File: src/rtl/butterfly_pipe.sv
// rtl/butterfly_pipe.sv - 3-stage pipelined radix-2 DIT complex butterfly, Y = A + W*B, Z = A - W*B.
// Optional BUTTERFLY_SAT_EN: saturate overflowing outputs instead of wrapping.
module butterfly_pipe #(
  parameter int WIDTH = 8,
  parameter int FRAC  = WIDTH - 1
) (
  input  logic             clk,
  input  logic             reset,
  input  logic             in_valid,
  output logic             in_ready,
  input  logic             in_conj,
  input  logic             in_scale,
  input  logic [WIDTH-1:0] a_re,
  input  logic [WIDTH-1:0] a_im,
  input  logic [WIDTH-1:0] b_re,
  input  logic [WIDTH-1:0] b_im,
  input  logic [WIDTH-1:0] w_re,
  input  logic [WIDTH-1:0] w_im,
  output logic             out_valid,
  input  logic             out_ready,
  output logic [WIDTH-1:0] y_re,
  output logic [WIDTH-1:0] y_im,
  output logic [WIDTH-1:0] z_re,
  output logic [WIDTH-1:0] z_im,
  output logic             ovf_flag,
  input  logic             ovf_clear
);

  localparam int PW = 2*WIDTH + 2;
  localparam int SW = PW + 1;
  localparam logic signed [PW-1:0] RND  = PW'(2**(FRAC-1));
  localparam logic signed [SW-1:0] MAXV = SW'(2**(WIDTH-1) - 1);
  localparam logic signed [SW-1:0] MINV = -SW'(2**(WIDTH-1));
`ifdef BUTTERFLY_SAT_EN
  localparam logic [WIDTH-1:0] MAX_W = {1'b0, {(WIDTH-1){1'b1}}};
  localparam logic [WIDTH-1:0] MIN_W = {1'b1, {(WIDTH-1){1'b0}}};
`endif

  function automatic logic signed [PW-1:0] sx_p(input logic [WIDTH-1:0] v);
    return {{(PW-WIDTH){v[WIDTH-1]}}, v};
  endfunction

  function automatic logic signed [SW-1:0] sx_s(input logic [WIDTH-1:0] v);
    return {{(SW-WIDTH){v[WIDTH-1]}}, v};
  endfunction

  // Returns {overflow, output component} after optional halving and wrap/saturate.
  function automatic logic [WIDTH:0] finish_comp(input logic signed [SW-1:0] s, input logic sc);
    logic signed [SW-1:0] r;
    logic                 ovf;
    logic [WIDTH-1:0]     o;
    r   = sc ? (s >>> 1) : s;
    ovf = (r > MAXV) || (r < MINV);
    o   = r[WIDTH-1:0];
`ifdef BUTTERFLY_SAT_EN
    if (ovf) o = r[SW-1] ? MIN_W : MAX_W;
`endif
    return {ovf, o};
  endfunction

  logic en;
  assign en       = ~out_valid | out_ready;
  assign in_ready = en;

  logic             s1_valid, s1_conj, s1_scale;
  logic [WIDTH-1:0] s1_a_re, s1_a_im, s1_b_re, s1_b_im, s1_w_re, s1_w_im;

  always_ff @(posedge clk or posedge reset) begin
    if (reset) begin
      s1_valid <= 1'b0;
      s1_conj  <= 1'b0;
      s1_scale <= 1'b0;
      s1_a_re  <= '0;
      s1_a_im  <= '0;
      s1_b_re  <= '0;
      s1_b_im  <= '0;
      s1_w_re  <= '0;
      s1_w_im  <= '0;
    end else if (en) begin
      s1_valid <= in_valid;
      s1_conj  <= in_conj;
      s1_scale <= in_scale;
      s1_a_re  <= a_re;
      s1_a_im  <= a_im;
      s1_b_re  <= b_re;
      s1_b_im  <= b_im;
      s1_w_re  <= w_re;
      s1_w_im  <= w_im;
    end
  end

  // Negated twiddle needs WIDTH+1 bits so that -(-2^(WIDTH-1)) stays exact.
  logic signed [WIDTH:0]  wim_x, wi_eff;
  logic signed [PW-1:0]   bre_x, bim_x, wre_x, wi_x, p_re, p_im, t_re, t_im;

  always_comb begin
    wim_x  = {s1_w_im[WIDTH-1], s1_w_im};
    wi_eff = s1_conj ? -wim_x : wim_x;
    bre_x  = sx_p(s1_b_re);
    bim_x  = sx_p(s1_b_im);
    wre_x  = sx_p(s1_w_re);
    wi_x   = {{(PW-WIDTH-1){wi_eff[WIDTH]}}, wi_eff};
    p_re   = bre_x * wre_x - bim_x * wi_x;
    p_im   = bre_x * wi_x + bim_x * wre_x;
    t_re   = (p_re + RND) >>> FRAC;
    t_im   = (p_im + RND) >>> FRAC;
  end

  logic             s2_valid, s2_scale;
  logic [WIDTH-1:0] s2_a_re, s2_a_im;
  logic [PW-1:0]    s2_t_re, s2_t_im;

  always_ff @(posedge clk or posedge reset) begin
    if (reset) begin
      s2_valid <= 1'b0;
      s2_scale <= 1'b0;
      s2_a_re  <= '0;
      s2_a_im  <= '0;
      s2_t_re  <= '0;
      s2_t_im  <= '0;
    end else if (en) begin
      s2_valid <= s1_valid;
      s2_scale <= s1_scale;
      s2_a_re  <= s1_a_re;
      s2_a_im  <= s1_a_im;
      s2_t_re  <= t_re;
      s2_t_im  <= t_im;
    end
  end

  logic signed [SW-1:0] ax_re, ax_im, tx_re, tx_im;
  logic [WIDTH:0]       fy_re, fy_im, fz_re, fz_im;
  logic                 any_ovf;

  always_comb begin
    ax_re   = sx_s(s2_a_re);
    ax_im   = sx_s(s2_a_im);
    tx_re   = {s2_t_re[PW-1], s2_t_re};
    tx_im   = {s2_t_im[PW-1], s2_t_im};
    fy_re   = finish_comp(ax_re + tx_re, s2_scale);
    fy_im   = finish_comp(ax_im + tx_im, s2_scale);
    fz_re   = finish_comp(ax_re - tx_re, s2_scale);
    fz_im   = finish_comp(ax_im - tx_im, s2_scale);
    any_ovf = fy_re[WIDTH] | fy_im[WIDTH] | fz_re[WIDTH] | fz_im[WIDTH];
  end

  always_ff @(posedge clk or posedge reset) begin
    if (reset) begin
      out_valid <= 1'b0;
      y_re      <= '0;
      y_im      <= '0;
      z_re      <= '0;
      z_im      <= '0;
    end else if (en) begin
      out_valid <= s2_valid;
      y_re      <= fy_re[WIDTH-1:0];
      y_im      <= fy_im[WIDTH-1:0];
      z_re      <= fz_re[WIDTH-1:0];
      z_im      <= fz_im[WIDTH-1:0];
    end
  end

  // A set in the same cycle as a clear wins, so no overflow event is lost.
  always_ff @(posedge clk or posedge reset) begin
    if (reset) begin
      ovf_flag <= 1'b0;
    end else if (en && s2_valid && any_ovf) begin
      ovf_flag <= 1'b1;
    end else if (ovf_clear) begin
      ovf_flag <= 1'b0;
    end
  end

endmodule

File: config.mk
export PLATFORM = sky130hd
export DESIGN_NAME = butterfly_pipe
export DESIGN_NICKNAME = d
export VERILOG_FILES = /design/src/rtl/butterfly_pipe.sv
export SDC_FILE = /design/constraint.sdc
export NUM_CORES = 1
export LEC_CHECK = 0
export ABC_AREA = 1
export CAP_MARGIN = 0
export CORE_MARGIN = 3
export CORE_UTILIZATION = 40
export CTS_CLUSTER_DIAMETER = 40
export DETAILED_ROUTE_END_ITERATION = 8
export PLACE_DENSITY = 0.62
export SLEW_MARGIN = 30
export SYNTH_ARGS = -nofsm -noshare
export SYNTH_HDL_FRONTEND = slang
export SYNTH_SLANG_ARGS = --single-unit
File: constraint.sdc
create_clock -name clk -period 7.3 [get_ports clk]
set_input_delay 1.825 -clock clk [delete_from_list [all_inputs] [get_ports clk]]
set_output_delay 1.825 -clock clk [all_outputs]
set_load 0.02 [all_outputs]
==> run_summary.xml, run 1 <==
<?xml version="1.0" encoding="UTF-8"?>
<metrics>
  <group name="grt">
    <metric name="first_pass_grt_wire_length" unit="µm">84400</metric>
    <metric name="first_global_vias" unit="">16200</metric>
    <metric name="grt_antenna_before_repair" unit="">0</metric>
    <metric name="grt.met1_usage" unit="%">30.5</metric>
    <metric name="grt.busiest_layer" unit="">met2</metric>
    <metric name="globalRouteTotalUtil" unit="%">20.9</metric>
    <metric name="grt_start_max_net_pins" unit="">105</metric>
    <metric name="use_met2" unit="%">32.6</metric>
    <metric name="gr-total-overflow" unit="">0</metric>
    <metric name="grt.met3_usage" unit="%">3.90</metric>
  </group>
  <group name="sta">
    <metric name="rsz0062_at_grt" unit="">no</metric>
    <metric name="timing_max_transition_violations_final" unit="">0</metric>
    <metric name="final-hold-violation-count" unit="">0</metric>
    <metric name="min_period_over_period" unit="%">94.4</metric>
    <metric name="timing.slew.headroom" unit="%">39.9</metric>
    <metric name="clock-skew-final" unit="ps">12.1</metric>
    <metric name="setup-violations-final" unit="">0</metric>
    <metric name="fmax" unit="GHz">0.145</metric>
    <metric name="layout_min_cycle_time" unit="ps">6890</metric>
    <metric name="setup-tns-final" unit="ps">0</metric>
    <metric name="worst-slew-pin-transition" unit="ps">902</metric>
  </group>
  <group name="hold_path">
    <metric name="type_of_the_worst_min_delay_path" unit="">register to register</metric>
    <metric name="worstHoldEndpoint" unit="">s2_a_re[6]</metric>
    <metric name="worst_hold_startpoint" unit="">s1_a_re[6]</metric>
    <metric name="worstHoldPathCells" unit="">2</metric>
  </group>
  <group name="clock_tree">
    <metric name="clkLatencyLatePin" unit="ps">450</metric>
    <metric name="cts_tree" unit="">built</metric>
    <metric name="cts_buffer_depth" unit="">2</metric>
    <metric name="cts_root_buf" unit="">sky130_fd_sc_hd__clkbuf_16</metric>
    <metric name="post_cts_hold_buffer_count" unit="">0</metric>
    <metric name="htreeDepth" unit="">4</metric>
    <metric name="clkSinkCount" unit="">125</metric>
    <metric name="clk_transition_reported_paths" unit="ps">70</metric>
    <metric name="tritoncts.num_buffers" unit="">17</metric>
  </group>
  <group name="setup_path">
    <metric name="cpLargestDelayFamily" unit="">adder cells</metric>
    <metric name="rr_worst_depth" unit="">27</metric>
    <metric name="timing_worst_setup_path_type" unit="">register to register</metric>
    <metric name="max_stage_delay" unit="ps">520</metric>
    <metric name="worst-path-buf-inv" unit="">6</metric>
    <metric name="crit_fanout" unit="">10</metric>
    <metric name="worstPathArrival" unit="ps">7200</metric>
    <metric name="required" unit="ps">7610</metric>
    <metric name="critical-path-slowest-cell" unit="">sky130_fd_sc_hd__fa_1</metric>
    <metric name="crit_top_cell" unit="">sky130_fd_sc_hd__fa_1</metric>
    <metric name="timing.rr.end" unit="">s2_t_im[9]</metric>
    <metric name="crit_path_end_kind" unit="">register</metric>
    <metric name="critical_path.reg2reg.startpoint" unit="">s1_w_im[2]</metric>
    <metric name="timing.critical_path.from_type" unit="">register</metric>
    <metric name="reg2reg_slack" unit="ps">410</metric>
  </group>
  <group name="floorplan">
    <metric name="num_io_pins" unit="">90</metric>
    <metric name="initial_core_util" unit="%">40.7</metric>
    <metric name="fp.dieArea" unit="mm²">0.0513</metric>
    <metric name="core.rowCount" unit="">80</metric>
    <metric name="die_y" unit="µm">227</metric>
    <metric name="core-area" unit="mm²">0.0478</metric>
    <metric name="dieWidth" unit="µm">227</metric>
  </group>
  <group name="drt">
    <metric name="post_detailed_route_wirelength_per_cell" unit="µm">16.1</metric>
    <metric name="post_drt_via_cell_ratio" unit="">4.90</metric>
    <metric name="detail_route.iter0.violations" unit="">1111</metric>
    <metric name="drt_drc" unit="">0</metric>
    <metric name="drt_first_pass_iters" unit="">6</metric>
    <metric name="ant_nets" unit="">0</metric>
    <metric name="route.final.wire_length" unit="µm">51400</metric>
    <metric name="overall_via_count_from_detail_route" unit="">15600</metric>
  </group>
  <group name="logic_synthesis">
    <metric name="asyncSetResetFlopFracSynth" unit="%">100</metric>
    <metric name="seq_area_frac_synth" unit="%">16.1</metric>
    <metric name="synth.cell_area" unit="mm²">0.0195</metric>
    <metric name="synth.ff_latch_count" unit="">125</metric>
    <metric name="yosysWarningCount" unit="">0</metric>
    <metric name="avgSynthCellArea" unit="µm²">7.71</metric>
    <metric name="post_syn_nets" unit="">3032</metric>
    <metric name="synth.distinct_cells" unit="">40</metric>
    <metric name="ys_dominant_reg_cell" unit="">sky130_fd_sc_hd__dfrtp_1</metric>
    <metric name="synthCells" unit="">2523</metric>
    <metric name="post_synth_edffs" unit="">0</metric>
  </group>
  <group name="layout">
    <metric name="ratio_of_cells_with_drive_above_1_in_the_final_layout" unit="%">4.23</metric>
    <metric name="synthesis_to_finish_area_growth" unit="%">10.3</metric>
    <metric name="diodes" unit="">0</metric>
    <metric name="fillCellCount" unit="">4858</metric>
    <metric name="num-nets-final" unit="">3071</metric>
  </group>
  <group name="flow_run">
    <metric name="cap_viol_max_count" unit="">0</metric>
  </group>
  <group name="outcome">
    <metric name="run_status" unit="">complete, no violations</metric>
  </group>
  <group name="placement">
    <metric name="post-dp-hpwl" unit="µm">41700</metric>
    <metric name="io_buffer_count" unit="">89</metric>
    <metric name="final_estimated_routing_congestion_in_global_placement" unit="">0.916</metric>
  </group>
</metrics>
==> cell usage after synthesis, types with 18 or more instances <==
library cell	instances	area share, %
sky130_fd_sc_hd__o21ai_0	129	3.3
sky130_fd_sc_hd__nor2_1	175	3.4
sky130_fd_sc_hd__dfrtp_1	125	16
sky130_fd_sc_hd__nand2_1	607	12
sky130_fd_sc_hd__clkbuf_1	62	1.2
sky130_fd_sc_hd__ha_1	151	9.7
sky130_fd_sc_hd__inv_1	616	12
sky130_fd_sc_hd__a21oi_1	56	1.4
sky130_fd_sc_hd__nand3_1	107	2.8
sky130_fd_sc_hd__xor2_1	25	1.1
sky130_fd_sc_hd__nand4_1	20	0.64
sky130_fd_sc_hd__xnor2_1	18	0.81
sky130_fd_sc_hd__fa_1	303	31
==> layout make-up <==
type	count	area (µm²)	share of cell area (%)
tap	615	769	3.59
clock inverter	15	176	0.822
clock buffer	17	425	1.98
timing repair buffer	107	1030	4.80
inverter	632	2390	11.1
sequential	125	3130	14.6
multi-input combinational	1679	13500	63.1
==> per-layer routing <==
metal,part of all wire [%],vias to the layer above
li1,-,7545
met3,7.1,49
met4,1.6,0
met2,44,490
met5,0,-
met1,47,7552
==> worst register-to-register path, delay by kind of cell, from the launching register on <==
family | cells | cell delay [ps]
adder cells (fa/ha/maj) | 7 | 3240
AO/OA/AOI/OAI | 4 | 740
flip-flops | 1 | 410
buffers and inverters | 6 | 810
AND/OR/NAND/NOR | 10 | 1550
==> flip-flops by register name, indices dropped and copies added (netlist names) <==
signal	cells
ovf_flag	1
s1_valid	1
s1_conj	1
y_re	8
s1_w_im	8
z_im	8
s1_w_re	8
s2_valid	1
z_re	8
s2_scale	1
s1_b_im	8
s2_a_re	8
s2_a_im	8
s1_a_im	8
s1_scale	1
out_valid	1
s1_b_re	8
s2_t_re	11
s2_t_im	11
y_im	8
s1_a_re	8
==> kinds of logic (layout without fill, tap and decap cells) <==
logic type | after synthesis | after routing | synth area share (%)
simple gates | 954 | 954 | 20.2
flops | 125 | 125 | 16.1
compound gates | 228 | 228 | 6.59
xor+xnor | 43 | 43 | 1.94
fa+ha+maj | 454 | 454 | 40.9
buf+inv | 719 | 771 | 14.3
==> worst max path at each step <==
stage	start	endpoint	slack (ps)	cells past startpoint
after global routing	s1_w_im[2]	s2_t_im[9]	10	27
after floorplan	s1_w_im[0]	s2_t_im[9]	1000	30
final	s1_w_im[2]	s2_t_im[9]	410	27
after CTS	s1_w_im[0]	s2_t_im[9]	360	29
after detailed placement	s1_w_im[0]	s2_t_im[9]	380	29
after global placement	s1_w_im[2]	s2_t_im[9]	510	27
==> placed cells by master, fill, tap and decap left out, types with 8 or more instances in the layout <==
master | Yosys | routed
sky130_fd_sc_hd__inv_1 | 616 | 614
sky130_fd_sc_hd__nand2_1 | 607 | 607
sky130_fd_sc_hd__fa_1 | 303 | 303
sky130_fd_sc_hd__nor2_1 | 175 | 174
sky130_fd_sc_hd__ha_1 | 151 | 151
sky130_fd_sc_hd__o21ai_0 | 129 | 129
sky130_fd_sc_hd__dfrtp_1 | 125 | 124
sky130_fd_sc_hd__nand3_1 | 107 | 107
sky130_fd_sc_hd__clkdlybuf4s50_1 | 0 | 89
sky130_fd_sc_hd__a21oi_1 | 56 | 56
sky130_fd_sc_hd__xor2_1 | 25 | 25
sky130_fd_sc_hd__nand4_1 | 20 | 20
sky130_fd_sc_hd__xnor2_1 | 18 | 18
sky130_fd_sc_hd__clkbuf_16 | 0 | 17
sky130_fd_sc_hd__buf_4 | 3 | 17
sky130_fd_sc_hd__or2_2 | 9 | 9
sky130_fd_sc_hd__nand2_2 | 8 | 8
==> timing repair <==
item / in CTS / in global routing
gates resized for setup: 0 / 3
setup endpoints to repair: 0 / 6
setup buffers: 0 / 5
==> stage by stage <==
step	util (%)	instances	instance area (µm²)	setup slack [ps]	hold slack, ps
CTS	44.8	3185	21400	362	480
global route	44.9	3190	21500	13.6	504
global placement	43.5	3153	20800	514	455
floorplan	-	2523	19500	1000	442
finish	44.9	3190	21500	410	477
detailed placement	43.5	3153	20800	380	466
Power of run 1 is not shown: default switching activity piles up to over one toggle a cycle in this logic, so the estimate is an artifact.
==> run 2, diff against run 1 <==
--- a/config.mk
+++ b/config.mk
@@ -10,6 +10,7 @@
 export CORE_MARGIN = 3
 export CORE_UTILIZATION = 40
 export CTS_CLUSTER_DIAMETER = 40
+export CTS_CLUSTER_SIZE = 24
 export DETAILED_ROUTE_END_ITERATION = 8
 export PLACE_DENSITY = 0.62
 export SLEW_MARGIN = 30
==> results of run 2 <==
The final DEF is identical to that of run 1; final timing and power are the same.
Power of run 2 is left out for the same reason.
